--- config.mk ---
export PLATFORM = sky130hd
export DESIGN_NAME = multicycle_control
export DESIGN_NICKNAME = d
export VERILOG_FILES = /design/src/rtl/multicycle_control.sv
export SDC_FILE = /design/constraint.sdc
export NUM_CORES = 1
export LEC_CHECK = 0
export ABC_CLOCK_PERIOD_IN_PS = 1780
export CORE_UTILIZATION = 42
export CTS_CLUSTER_SIZE = 24
export DETAILED_ROUTE_END_ITERATION = 8
export GPL_ROUTABILITY_DRIVEN = 1
export MAX_ROUTING_LAYER = met4
export PLACE_DENSITY = 0.87
export SKIP_LAST_GASP = 1
export SLEW_MARGIN = 20
export SYNTH_ARGS = -nofsm -noshare
export SYNTH_HDL_FRONTEND = slang
export SYNTH_SLANG_ARGS = --single-unit
--- constraint.sdc ---
create_clock -name clk -period 1.78 [get_ports clk]
set_clock_uncertainty 0.1 [all_clocks]
set_input_delay 0.178 -clock clk [delete_from_list [all_inputs] [get_ports clk]]
set_output_delay 0.178 -clock clk [all_outputs]
set_load 0.1 [all_outputs]
--- src/rtl/multicycle_control.sv ---
// multicycle_control
// Main controller for a multicycle MIPS datapath. A Moore FSM sequences every
// instruction (R-type, LW, SW, BEQ, ADDI, J, JAL) over several cycles. It drives
// the shared memory, IR, PC, register-file and ALU-source controls.
// Memory states can wait on a ready handshake, with an optional timeout.
//
// Ports
//   clk                      rising-edge clock
//   reset                    synchronous, active-high; forces FETCH, all outputs 0
//   Opcode[5:0]              IR[31:26], valid from DECODE onward
//   mem_ready                memory finishes the current read/write this cycle
//   PCWrite .. JALFlag       single-bit datapath controls
//   PCSource[1:0]            00 ALU result, 01 ALUOut, 10 jump target
//   ALUOp[1:0]               00 add, 01 subtract, 10 funct-decoded
//   ALUSrcB[1:0]             00 reg B, 01 const 4, 10 imm, 11 imm<<2
//   state[3:0]               current state code (debug)
//   instr_done               pulse in the final cycle of each instruction
//   illegal_op               pulse in DECODE on an unsupported opcode
//   mem_fault                pulse when a memory state times out
module multicycle_control #(
    parameter int MEM_HANDSHAKE = 1,
    parameter int MEM_TIMEOUT   = 15,
    parameter int ENABLE_JAL    = 1
) (
    input  logic       clk,
    input  logic       reset,
    input  logic [5:0] Opcode,
    input  logic       mem_ready,
    output logic       PCWrite,
    output logic       PCWriteCond,
    output logic       IorD,
    output logic       MemRead,
    output logic       MemWrite,
    output logic       MemtoReg,
    output logic       IRWrite,
    output logic       ALUSrcA,
    output logic       RegWrite,
    output logic       RegDst,
    output logic       JALFlag,
    output logic [1:0] PCSource,
    output logic [1:0] ALUOp,
    output logic [1:0] ALUSrcB,
    output logic [3:0] state,
    output logic       instr_done,
    output logic       illegal_op,
    output logic       mem_fault
);

    localparam int CW = (MEM_TIMEOUT > 0) ? $clog2(MEM_TIMEOUT + 1) : 1;

    localparam logic [5:0] OP_R    = 6'b000000;
    localparam logic [5:0] OP_LW   = 6'b100011;
    localparam logic [5:0] OP_SW   = 6'b101011;
    localparam logic [5:0] OP_BEQ  = 6'b000100;
    localparam logic [5:0] OP_ADDI = 6'b001000;
    localparam logic [5:0] OP_J    = 6'b000010;
    localparam logic [5:0] OP_JAL  = 6'b000011;

    typedef enum logic [3:0] {
        S_FETCH     = 4'd0,
        S_DECODE    = 4'd1,
        S_MEM_ADDR  = 4'd2,
        S_MEM_READ  = 4'd3,
        S_MEM_WB    = 4'd4,
        S_MEM_WRITE = 4'd5,
        S_EXECUTE   = 4'd6,
        S_R_WB      = 4'd7,
        S_BRANCH    = 4'd8,
        S_JUMP      = 4'd9,
        S_ADDI_EX   = 4'd10,
        S_ADDI_WB   = 4'd11,
        S_JAL       = 4'd12
    } state_t;

    state_t        state_q, state_d;
    logic [CW-1:0] wait_q, wait_d;
    logic          mem_done;
    logic          timed_out;
    logic [CW-1:0] wait_inc;

    always_ff @(posedge clk) begin
        if (reset) begin
            state_q <= S_FETCH;
            wait_q  <= '0;
        end else begin
            state_q <= state_d;
            wait_q  <= wait_d;
        end
    end

    always_comb begin
        PCWrite     = 1'b0;
        PCWriteCond = 1'b0;
        IorD        = 1'b0;
        MemRead     = 1'b0;
        MemWrite    = 1'b0;
        MemtoReg    = 1'b0;
        IRWrite     = 1'b0;
        ALUSrcA     = 1'b0;
        RegWrite    = 1'b0;
        RegDst      = 1'b0;
        JALFlag     = 1'b0;
        PCSource    = 2'b00;
        ALUOp       = 2'b00;
        ALUSrcB     = 2'b00;
        instr_done  = 1'b0;
        illegal_op  = 1'b0;
        mem_fault   = 1'b0;
        state       = state_q;
        state_d     = S_FETCH;
        // The counter is zero in every non-waiting cycle, which gives the
        // clear-on-entry behaviour for the memory states for free.
        wait_d      = '0;

        mem_done  = (MEM_HANDSHAKE == 0) || mem_ready;
        timed_out = (MEM_HANDSHAKE != 0) && (MEM_TIMEOUT > 0) && !mem_ready &&
                    (wait_q == CW'(MEM_TIMEOUT));
        // With no timeout configured the counter is held at zero.
        wait_inc  = (MEM_TIMEOUT > 0) ? wait_q + CW'(1) : '0;

        case (state_q)
            S_FETCH: begin
                MemRead = 1'b1;
                ALUSrcB = 2'b01;
                if (mem_done) begin
                    IRWrite = 1'b1;
                    PCWrite = 1'b1;
                    state_d = S_DECODE;
                end else if (timed_out) begin
                    // PC was not advanced, so the retry refetches the same word.
                    mem_fault = 1'b1;
                    state_d   = S_FETCH;
                end else begin
                    state_d = S_FETCH;
                    wait_d  = wait_inc;
                end
            end
            S_DECODE: begin
                ALUSrcB = 2'b11;
                case (Opcode)
                    OP_LW, OP_SW: state_d = S_MEM_ADDR;
                    OP_R:         state_d = S_EXECUTE;
                    OP_BEQ:       state_d = S_BRANCH;
                    OP_ADDI:      state_d = S_ADDI_EX;
                    OP_J:         state_d = S_JUMP;
                    OP_JAL: begin
                        if (ENABLE_JAL != 0) begin
                            state_d = S_JAL;
                        end else begin
                            illegal_op = 1'b1;
                        end
                    end
                    default:      illegal_op = 1'b1;
                endcase
            end
            S_MEM_ADDR: begin
                ALUSrcA = 1'b1;
                ALUSrcB = 2'b10;
                state_d = (Opcode == OP_SW) ? S_MEM_WRITE : S_MEM_READ;
            end
            S_MEM_READ: begin
                MemRead = 1'b1;
                IorD    = 1'b1;
                if (mem_done) begin
                    state_d = S_MEM_WB;
                end else if (timed_out) begin
                    mem_fault = 1'b1;
                end else begin
                    state_d = S_MEM_READ;
                    wait_d  = wait_inc;
                end
            end
            S_MEM_WB: begin
                MemtoReg   = 1'b1;
                RegWrite   = 1'b1;
                instr_done = 1'b1;
            end
            S_MEM_WRITE: begin
                MemWrite = 1'b1;
                IorD     = 1'b1;
                if (mem_done) begin
                    instr_done = 1'b1;
                end else if (timed_out) begin
                    mem_fault = 1'b1;
                end else begin
                    state_d = S_MEM_WRITE;
                    wait_d  = wait_inc;
                end
            end
            S_EXECUTE: begin
                ALUSrcA = 1'b1;
                ALUOp   = 2'b10;
                state_d = S_R_WB;
            end
            S_R_WB: begin
                RegDst     = 1'b1;
                RegWrite   = 1'b1;
                instr_done = 1'b1;
            end
            S_BRANCH: begin
                ALUSrcA     = 1'b1;
                ALUOp       = 2'b01;
                PCWriteCond = 1'b1;
                PCSource    = 2'b01;
                instr_done  = 1'b1;
            end
            S_ADDI_EX: begin
                ALUSrcA = 1'b1;
                ALUSrcB = 2'b10;
                state_d = S_ADDI_WB;
            end
            S_ADDI_WB: begin
                RegWrite   = 1'b1;
                instr_done = 1'b1;
            end
            S_JUMP: begin
                PCWrite    = 1'b1;
                PCSource   = 2'b10;
                instr_done = 1'b1;
            end
            S_JAL: begin
                // JALFlag steers the datapath to write PC (already PC+4) into $31.
                PCWrite    = 1'b1;
                PCSource   = 2'b10;
                RegWrite   = 1'b1;
                JALFlag    = 1'b1;
                instr_done = 1'b1;
            end
            default: begin
                // Unreachable codes 13-15: everything stays 0, recover to FETCH.
                state_d = S_FETCH;
            end
        endcase

        // Reset masks every output in the same cycle so an interrupted
        // memory write or register write is never issued.
        if (reset) begin
            PCWrite     = 1'b0;
            PCWriteCond = 1'b0;
            IorD        = 1'b0;
            MemRead     = 1'b0;
            MemWrite    = 1'b0;
            MemtoReg    = 1'b0;
            IRWrite     = 1'b0;
            ALUSrcA     = 1'b0;
            RegWrite    = 1'b0;
            RegDst      = 1'b0;
            JALFlag     = 1'b0;
            PCSource    = 2'b00;
            ALUOp       = 2'b00;
            ALUSrcB     = 2'b00;
            instr_done  = 1'b0;
            illegal_op  = 1'b0;
            mem_fault   = 1'b0;
            state       = 4'd0;
            state_d     = S_FETCH;
            wait_d      = '0;
        end
    end

endmodule

==> summary.md, run 1 <==
| Metric | Value |
|---|---|
| Leading area contributor after synthesis | dfxtp_1 |
| Final Wtd Congestion | 0.923 |
| Die X | 46.1 um |
| Err | [ERROR DPL-0038] Utilization greater than 100%, impossible to legalize |
| Synth unique cells | 41 |
| Sequential area share after synthesis | 0.196 |
| Top FF cell, synth | dfxtp_1 |
| Yosys top cell area share | 0.196 |
| Yosys Warn Count | 0 |
| Number of I/O pins | 33 |
| Syn Nets | 122 |
| Count leader, synth | nor2_1 |
| Die H | 46.1 um |
| Post-synth EDFFs | 0 |
| Top cells by count, synth | nor2_1 (14), dfxtp_1 (8), nor2b_1 (8), buf_2 (7), nor3_1 (7) |
| Status | aborted with a tool error |
| # rows | 15 |
| Post-synthesis async set-or-reset flop share | 0 |
| PortBufs | 32 |
| Initial Utilization | 0.462 |
| Synth Cell Area | 816 um^2 |
| Cells taking the most area after synthesis | dfxtp_1 (20%), nor2_1 (6.4%), nor2b_1 (6.1%), buf_2 (4.3%), nor3_1 (4.3%) |
| Cells after synthesis | 112 |
| Syn Area/Cell | 7.28 um^2 |
| #FFs+latches synth | 8 |
| Stopped at | detailed placement |
-- kinds of logic after synthesis --
family                   count (synthesis)  synth area share
AO/OA/AOI/OAI                           26             0.227
flip-flops                               8             0.196
adder cells (fa/ha/maj)                  1            0.0153
buffers and inverters                   13            0.0844
XOR/XNOR                                 6            0.0644
AND/OR/NAND/NOR                         58             0.413
-- through the flow --
stage	hold slack [ps]	cells	setup slack, ps
2_1_floorplan	284	112	-899
3_3_place_gp	330	189	-170
==> run 2: changes to the inputs <==
--- a/config.mk
+++ b/config.mk
@@ -6,12 +6,11 @@
 export NUM_CORES = 1
 export LEC_CHECK = 0
 export ABC_CLOCK_PERIOD_IN_PS = 1780
-export CORE_UTILIZATION = 42
-export CTS_CLUSTER_SIZE = 24
+export CORE_AREA = 2 2 63 65
 export DETAILED_ROUTE_END_ITERATION = 8
+export DIE_AREA = 0 0 65 67
 export GPL_ROUTABILITY_DRIVEN = 1
-export MAX_ROUTING_LAYER = met4
-export PLACE_DENSITY = 0.87
+export PLACE_DENSITY_LB_ADDON = 0.15
 export SKIP_LAST_GASP = 1
 export SLEW_MARGIN = 20
 export SYNTH_ARGS = -nofsm -noshare
==> run 2 against run 1 <==
Area after synthesis stayed put; the flow now finishes, with violations (negative setup slack); synthesized cell count stayed put.
==> summary.md, run 2 <==
| Metric | Value |
|---|---|
| Status | finished, violations left |
| Failing checks | negative setup slack |
| CTS tree | done |
| Area delta synth->final | 146% |
| Syn Nets | 122 |
| Initial Utilization | 0.226 |
| # rows | 22 |
| Largest net degree at the start of global routing | 13 |
| Clk buf depth | 2 |
| Worst setup SP type | flop |
| Post-synth EDFFs | 0 |
| Commonest cells after routing, fill and taps aside | buf_4 (30), buf_12 (25), nor2_1 (7), nor2_4 (6) |
| Die X | 65 um |
| Buf/Inv on CP | 1 |
| Count leader, synth | nor2_1 |
| Cells taking the most area after synthesis | dfxtp_1 (20%), nor2_1 (6.4%), nor2b_1 (6.1%), buf_2 (4.3%), nor3_1 (4.3%) |
| Crit path required time | 1500 ps |
| Max Clk Rate | 524 MHz |
| Die H | 67 um |
| Fin. max-slew vios | 0 |
| Gate power share | 0.429 |
| Drt pass-1 iters | 3 |
| Total vias in the final route | 1044 |
| Top cells by count, synth | nor2_1 (14), dfxtp_1 (8), nor2b_1 (8), buf_2 (7), nor3_1 (7) |
| Die area | 4360 um^2 |
| Drt initial violations | 39 |
| Worst path top cell family by delay | simple AND/OR/NAND/NOR gates |
| Core area | 3610 um^2 |
| Synth unique cells | 41 |
| Final hold vios | 0 |
| Layout cell share with drive strength beyond 1 | 0.570 |
| Flop pwr share | 0.268 |
| Drt wl/cell | 12.9 um |
| Root Driver | clkbuf_8 |
| Power share of the clock group | 0.303 |
| Placement Cell Area | 1850 um^2 |
| Synth Cell Area | 816 um^2 |
| #FFs+latches synth | 8 |
| Crit path capture type | output pin |
| PortBufs | 32 |
| Sw Share | 0.356 |
| Storage cell area | 175 um^2 |
| DRT Wirelength | 2.83 mm |
| Crit path max-delay cell type | or3_4 |
| Fin nets | 184 |
| Leak | 0.000765 uW |
| Post-synthesis async set-or-reset flop share | 0 |
| Num CTS Buffers | 3 |
| Final setup violation count | 9 |
| Clock Sinks | 8 |
| RSZ-0062 raised after global routing | yes |
| Fillcell total | 330 |
| Number of I/O pins | 33 |
| First-pass GRT wire length | 4.55 mm |
| CTS H-tree depth | 1 |
| Multi-input gate area | 858 um^2 |
| DRC Markers | 0 |
| Internal power | 454 uW |
| Clock latency at the later pin of the worst-skew pair | 230 ps |
| Initial antenna violation count | 0 |
| Syn Area/Cell | 7.28 um^2 |
| Period utilisation layout | 1.07 |
| Final min period | 1910 ps |
| Net switching power figure | 251 uW |
| DP Worst Slack | -207 ps |
| Worst min-delay path class | reg2reg |
| Detail Placement HPWL | 2.32 mm |
| Slew at the pin closest to its max-slew limit | 447 ps |
| CP Class | reg2out |
| Final instance area | 2010 um^2 |
| Commonest non-fill, non-tap cell in the layout | buf_4 |
| Top FF cell, synth | dfxtp_1 |
| Crit path cell chain | or3_4 > nor4b_4 > or2_4 > buf_12 |
| Sequential area share after synthesis | 0.196 |
| PwrDens | 351 nW/um^2 |
| Final Wtd Congestion | 0.770 |
| Final setup margin | -128 ps |
| Worst-path clk slew | 40 ps |
| Yosys Warn Count | 0 |
| Worst VDD drop | 0.179 mV |
| Vias in the first global route | 1039 |
| Critical path arrival | 1630 ps |
| Slowest Stage Delay on Critical Path | 430 ps |
| Crit Path Max Fanout | 4 |
| Via density | 4.75 |
| Largest regs | state_q x4, wait_q x4 |
| Max-cap violations | 0 |
| Cells after synthesis | 112 |
| Slew HR | 0.700 |
| Post-route ant nets | 0 |
| Yosys top cell area share | 0.196 |
| Antenna Diode Count | 0 |
| Overall global routing resource usage | 0.132 |
| Leading area contributor after synthesis | dfxtp_1 |
| Total gr overflow | 0 |
run 2: cell counts after synthesis:
No cell type changed its count.
run 2: cells by family (layout without fill, tap and decap cells):
logic type	Yosys count	after routing	share of synthesized area
DFF	8	8	0.196
and+or+nand+nor	58	58	0.413
AOI/OAI and AO/OA	26	26	0.227
adders and majority gates	1	1	0.0153
buffers and inverters	13	73	0.0844
xor gates and xnor gates	6	6	0.0644
run 2: path summary, 6_finish.rpt:
kind / start / end / slack (ps) / depth (start not counted)
max: state_q[2] / PCWrite / -130 / 4
min: wait_q[0] / wait_q[0] / 350 / 1
max reg2reg: state_q[2] / state_q[0] / 150 / 7
min reg2reg: wait_q[0] / wait_q[0] / 350 / 1
run 2: through the flow:
stage | hold slack (ps) | std cells | utilization | TNS, ps | total power (uW)
floorplan | 284 | 112 | - | -5480 | 369
global placement | 332 | 212 | 0.513 | -1040 | 491
detailed placement | 344 | 212 | 0.513 | -1100 | 495
CTS | 349 | 216 | 0.535 | -445 | 709
global route | 374 | 220 | 0.558 | -1010 | 733
finish | 348 | 220 | 0.558 | -654 | 705
run 2: timing repair:
item,in CTS,in global routing
gates resized for setup,15,12
hold buffers,0,0
setup buffers,1,4
pin swaps,6,4
endpoints found under the setup margin,18,10
run 2: routing by layer:
| layer | vias to the layer above | wire length (um) | track usage |
|---|---|---|---|
| met1 | 488 | 1170 | 0.158 |
| met4 | 0 | 19 | 0.0399 |
| met5 | - | 0 | 0 |
| li1 | 534 | - | - |
| met2 | 20 | 1550 | 0.249 |
| met3 | 2 | 89 | 0.0101 |
run 2: cell type report:
cell class              count  share of cell area
inverters                   2             0.00560
clock buffers               3              0.0205
flip-flops and latches      8              0.0871
multi-input cells          91               0.427
repair buffers             68               0.430
well taps                  48              0.0299
run 2: power by group through the flow:
stage | clock network [uW] | registers, uW | logic [uW]
2_1_floorplan | 0 | 190 | 179
3_3_place_gp | 0 | 195 | 296
3_5_place_dp | 0 | 196 | 299
4_1_cts | 217 | 192 | 300
5_1_grt | 224 | 190 | 318
6_report | 213 | 189 | 302
run 2: worst reg2reg max path, delay by kind of cell (launching register included):
kind / cells / cell delay [ps]
AOI/OAI and AO/OA: 1 / 160
buffers and inverters: 3 / 440
DFF: 1 / 350
and+or+nand+nor: 3 / 500
No activity file was read; power rests on OpenSTA's default activity.
==> run 3: changes to the inputs <==
--- a/config.mk
+++ b/config.mk
@@ -5,6 +5,7 @@
 export SDC_FILE = /design/constraint.sdc
 export NUM_CORES = 1
 export LEC_CHECK = 0
+export ABC_AREA = 1
 export ABC_CLOCK_PERIOD_IN_PS = 1780
 export CORE_AREA = 2 2 63 65
 export DETAILED_ROUTE_END_ITERATION = 8
==> run 3 against run 2 <==
The run still ends with negative setup slack left; global-route usage is 0.43 points lower; via count is 3.5% higher; fmax is 6.0% higher; total power is 2.3% lower; die area stayed put; utilization is 4.4 points lower; sequential power hardly changed; largest power group unchanged; highest routed layer unchanged.
==> summary.md, run 3 <==
| Metric | Value |
|---|---|
| Status | finished, violations left |
| Failing checks | negative setup slack |
| Crit Path Max Fanout | 6 |
| Total vias in the final route | 1081 |
| Fin nets | 207 |
| Final setup margin | -19.6 ps |
| Slew HR | 0.792 |
| Num CTS Buffers | 3 |
| Die area | 4360 um^2 |
| Slew at the pin closest to its max-slew limit | 312 ps |
| Layout cell share with drive strength beyond 1 | 0.515 |
| Post-synth EDFFs | 0 |
| Final setup violation count | 2 |
| Commonest cells after routing, fill and taps aside | nand2_1 (29), buf_12 (25), nor2_1 (19), inv_1 (16), buf_4 (14) |
| Syn Area/Cell | 5.33 um^2 |
| Critical path arrival | 1520 ps |
| Overall global routing resource usage | 0.128 |
| Final hold vios | 0 |
| First-pass GRT wire length | 4.22 mm |
| Area delta synth->final | 136% |
| Die H | 67 um |
| Via density | 4.43 |
| Worst min-delay path class | reg2reg |
| Count leader, synth | nand2_1 |
| Drt initial violations | 15 |
| Top FF cell, synth | dfxtp_1 |
| Synth Cell Area | 783 um^2 |
| CTS tree | done |
| Final Wtd Congestion | 0.844 |
| Yosys top cell area share | 0.204 |
| #FFs+latches synth | 8 |
| Clock Sinks | 8 |
| Finished Layout Cells | 244 |
| Leak | 0.000811 uW |
| Top cells by count, synth | nand2_1 (38), nor2_1 (33), inv_1 (21), nand3_1 (14), dfxtp_1 (8) |
| # rows | 22 |
| CTS H-tree depth | 1 |
| Crit path max-delay cell type | dfxtp_2 |
| Worst VDD drop | 0.238 mV |
| Slowest Stage Delay on Critical Path | 320 ps |
| Largest net degree at the start of global routing | 17 |
| Worst setup SP type | flop |
| Max-cap violations | 0 |
| Leading area contributor after synthesis | dfxtp_1 |
| Max Clk Rate | 556 MHz |
| Most common cell on crit path | nand2_4 |
| DRT Wirelength | 2.64 mm |
| Multi-input gate area | 777 um^2 |
| Post-route ant nets | 0 |
| Worst-path clk slew | 40 ps |
| Final instance area | 1850 um^2 |
| RSZ-0062 raised after global routing | yes |
| DP Worst Slack | -53.6 ps |
| Clock latency at the later pin of the worst-skew pair | 230 ps |
| Vias in the first global route | 1009 |
| Hold-fix buffers at CTS | 0 |
| Sequential area share after synthesis | 0.204 |
| PortBufs | 32 |
| Fillcell total | 348 |
| Largest regs | state_q x4, wait_q x4 |
| Syn Nets | 157 |
| CP Class | reg2out |
| Die X | 65 um |
| Root Driver | clkbuf_8 |
| Placement Cell Area | 1650 um^2 |
| Initial antenna violation count | 0 |
| WHS | 352 ps |
| Synth unique cells | 20 |
| Fin. max-slew vios | 0 |
| Drt pass-1 iters | 4 |
| Yosys Warn Count | 0 |
| Number of I/O pins | 33 |
| Total gr overflow | 0 |
| Crit path cell chain | buf_6 > nor2_4 > nand2_4 > nand3_4 > nand2_4 > nor3_4 > buf_12 |
| DRC Markers | 0 |
| Post-synthesis async set-or-reset flop share | 0 |
| Final min period | 1800 ps |
| Commonest non-fill, non-tap cell in the layout | nand2_1 |
| PwrDens | 372 nW/um^2 |
| Cells after synthesis | 147 |
| Cells taking the most area after synthesis | dfxtp_1 (20%), nand2_1 (18%), nor2_1 (16%), inv_1 (10%), nand3_1 (8.9%) |
| Period utilisation layout | 1.01 |
| Initial Utilization | 0.217 |
| Placed cells | 229 |
| Crit path capture type | output pin |
| Antenna Diode Count | 0 |
| Detail Placement HPWL | 2.15 mm |
| Drt wl/cell | 10.8 um |
| Crit path required time | 1500 ps |
| Storage cell area | 173 um^2 |
| Core area | 3610 um^2 |
| Clk buf depth | 2 |
run 3: what timing repair did:
| item | in CTS | in global routing |
|---|---|---|
| resized for setup | 1 | 24 |
| setup endpoints to repair | 6 | 9 |
| pin swaps | 1 | 11 |
| setup buffers | 2 | 9 |
run 3: cell families after synthesis:
logic type,after synthesis,share of synthesized area
AOI/OAI and AO/OA,12,0.0799
adders and majority gates,1,0.0160
and+or+nand+nor,98,0.554
xor gates and xnor gates,1,0.0112
DFF,8,0.204
buffers and inverters,27,0.134
run 3: area by class of cell:
type / instances / share of cell area
Clock buffer: 4 / 0.0243
Inverter: 24 / 0.0541
Multi-Input combinational cell: 112 / 0.420
Sequential cell: 8 / 0.0932
Tap cell: 48 / 0.0324
Timing Repair Buffer: 48 / 0.376
run 3: routing by layer:
metal / vias to the layer above / track usage / routed length (um) / share of wire
met4: 0 / 0.0904 / 90 / 0.034
met1: 488 / 0.137 / 1070 / 0.41
met5: - / 0 / 0 / 0
met3: 7 / 0.0101 / 107 / 0.041
li1: 556 / - / - / -
met2: 30 / 0.236 / 1370 / 0.52
run 3: critical path, delay by kind of cell (launching register included):
| family | cells | cell delay, ps |
|---|---|---|
| AND/OR/NAND/NOR | 5 | 630 |
| flip-flops | 1 | 320 |
| buffers and inverters | 2 | 330 |
run 3: worst paths after layout:
path / from / end / slack [ps] / cells past startpoint
hold / removal: wait_q[0] / wait_q[0] / 350 / 1
setup reg to reg: state_q[3] / wait_q[2] / 280 / 8
setup / recovery: state_q[3] / mem_fault / -20 / 7
hold reg to reg: wait_q[0] / wait_q[0] / 350 / 1
run 3: power by group:
group / internal (uW) / switching [uW]
combinational: 104 / 167
sequential: 181 / 9.19
clock: 155 / 72.5
total: 441 / 248
run 3: through the flow:
stage / setup TNS [ps] / util / total power, uW
floorplan: -1650 / - / 346
global placement: 0 / 0.457 / 436
detailed placement: -53.6 / 0.457 / 439
CTS: -153 / 0.474 / 671
global route: -293 / 0.514 / 720
finish: -21.0 / 0.514 / 689
==> run 4: changes to the inputs <==
--- a/config.mk
+++ b/config.mk
@@ -6,7 +6,8 @@
 export NUM_CORES = 1
 export LEC_CHECK = 0
 export ABC_AREA = 1
-export ABC_CLOCK_PERIOD_IN_PS = 1780
+export ABC_CLOCK_PERIOD_IN_PS = 2180
+export CAP_MARGIN = 30
 export CORE_AREA = 2 2 63 65
 export DETAILED_ROUTE_END_ITERATION = 8
 export DIE_AREA = 0 0 65 67
==> constraint.sdc (replaced) <==
create_clock -name clk -period 2.18 [get_ports clk]
set_clock_uncertainty 0.1 [all_clocks]
set_input_delay 0.218 -clock clk [delete_from_list [all_inputs] [get_ports clk]]
set_output_delay 0.218 -clock clk [all_outputs]
set_load 0.1 [all_outputs]
==> run 4 against run 3 <==
The run now ends clean; combinational power decreased by 32%; die area unchanged; sequential power decreased by 19%; largest power group unchanged; register-to-register slack improved by 460 ps; first-iteration DRC count increased by 40%; utilization decreased by 9.1 points; non-clock buffer count decreased by 14; critical endpoint is now PCWrite; cell count decreased by 6.1%; critical path depth decreased by 1.
==> summary.md, run 4 (same netlist as run 3, synthesis figures left out) <==
| Metric | Value |
|---|---|
| DP Worst Slack | 302 ps |
| Final hold vios | 0 |
| Fin nets | 193 |
| Core area | 3610 um^2 |
| Period utilisation layout | 0.937 |
| Root Driver | clkbuf_8 |
| Critical path arrival | 1730 ps |
| Post-route ant nets | 0 |
| CP Class | reg2out |
| Crit path required time | 1860 ps |
| Largest net degree at the start of global routing | 19 |
| Clock Sinks | 8 |
| Slew at the pin closest to its max-slew limit | 452 ps |
| Crit path capture type | output pin |
| Clk buf depth | 2 |
| Num CTS Buffers | 3 |
| Die H | 67 um |
| DRC Markers | 0 |
| Total vias in the final route | 1000 |
| Area delta synth->final | 94.7% |
| Drt wl/cell | 10.3 um |
| Final setup margin | 136 ps |
| Detail Placement HPWL | 2.11 mm |
| Antenna Diode Count | 0 |
| Commonest non-fill, non-tap cell in the layout | nand2_1 |
| Worst VDD drop | 0.129 mV |
| PortBufs | 32 |
| Hold-fix buffers at CTS | 0 |
| Slowest Stage Delay on Critical Path | 390 ps |
| Crit Path Max Fanout | 7 |
| Worst-path clk slew | 40 ps |
| Initial Utilization | 0.217 |
| Vias in the first global route | 1017 |
| Slew HR | 0.697 |
| Number of I/O pins | 33 |
| Final Core Density | 0.423 |
| Worst setup SP type | flop |
| Via density | 4.37 |
| DRT Wirelength | 2.36 mm |
| Die area | 4360 um^2 |
| Commonest cells after routing, fill and taps aside | nand2_1 (38), nor2_1 (27), buf_12 (24), inv_1 (21), nand3_1 (14) |
| Clock latency at the later pin of the worst-skew pair | 220 ps |
| CTS tree | done |
| Status | completed |
| Die X | 65 um |
| Final Wtd Congestion | 0.835 |
| CTS H-tree depth | 1 |
| Crit path max-delay cell type | nor2_1 |
| Crit path cell chain | nor2_1 > nand3_1 > o21ai_0 > nand2_1 > o21ai_2 > buf_12 |
| Postcts setup bufs | 0 |
| First-pass GRT wire length | 4.22 mm |
| Initial antenna violation count | 0 |
| CTS resizes | 0 |
| Leak | 0.000693 uW |
| Final min period | 2040 ps |
| Overall global routing resource usage | 0.120 |
| Final setup violation count | 0 |
| Total gr overflow | 0 |
| Max-cap violations | 0 |
| Largest regs | state_q x4, wait_q x4 |
| PwrDens | 334 nW/um^2 |
| # rows | 22 |
| Worst min-delay path class | reg2reg |
| Fin. max-slew vios | 0 |
| Layout cell share with drive strength beyond 1 | 0.320 |
| Drt pass-1 iters | 4 |
| RSZ-0062 raised after global routing | no |
| Drt initial violations | 21 |
| Max Clk Rate | 489 MHz |
## run 4: cell count changes in the layout (fill, tap and decap cells not counted), moves of 3 or more
cell / previous run / this run
nor2_1: 19 / 27
inv_1: 16 / 21
buf_4: 14 / 2
inv_4: 4 / 0
dfxtp_4: 3 / 0
nand2_2: 4 / 1
nand2_1: 29 / 38
dfxtp_1: 4 / 8
nor2_4: 8 / 1
nand3_1: 11 / 14
nand2_4: 6 / 0
## run 4: final timing paths
kind,cells past startpoint,end,start,slack (ps)
hold / removal,1,wait_q[0],wait_q[0],350
setup reg to reg,8,state_q[1],wait_q[0],740
setup / recovery,6,PCWrite,state_q[0],140
hold reg to reg,1,wait_q[0],wait_q[0],350
## run 4: critical path, delay by kind of cell, from the launching register on
kind	cells	cell delay, ps
buffers and inverters	1	200
AND/OR/NAND/NOR	3	700
AO/OA/AOI/OAI	2	230
flip-flops	1	380
## run 4: layout make-up
type,count,area (um^2)
clock buffer,3,41.3
multi-input combinational,112,598
sequential,8,160
inverter,24,90.1
fill,381,2080
timing repair buffer,34,576
tap,48,60.1
## run 4: stage by stage
stage | power (uW) | hold slack, ps | cell area, um^2 | std cells | TNS, ps
4_1_cts | 515 | 353 | 1530 | 229 | 0
3_3_place_gp | 341 | 329 | 1480 | 226 | 0
3_5_place_dp | 343 | 344 | 1480 | 226 | 0
2_1_floorplan | 271 | 318 | 863 | 147 | -547
6_report | 509 | 350 | 1530 | 229 | 0
5_1_grt | 534 | 366 | 1530 | 229 | 0
## run 4: routing by layer
metal	part of all wire	track usage
met1	0.42	0.130
met2	0.52	0.231
met3	0.040	0.0101
met4	0.019	0.0612
met5	0	0
## run 4: report_power, final
group	total (uW)	switching (uW)	leakage, uW	internal, uW
Sequential	155	4.64	0.0000649	151
Combinational	184	120	0.000606	64.2
Clock	170	51.2	0.0000216	119
Total	509	176	0.000693	334
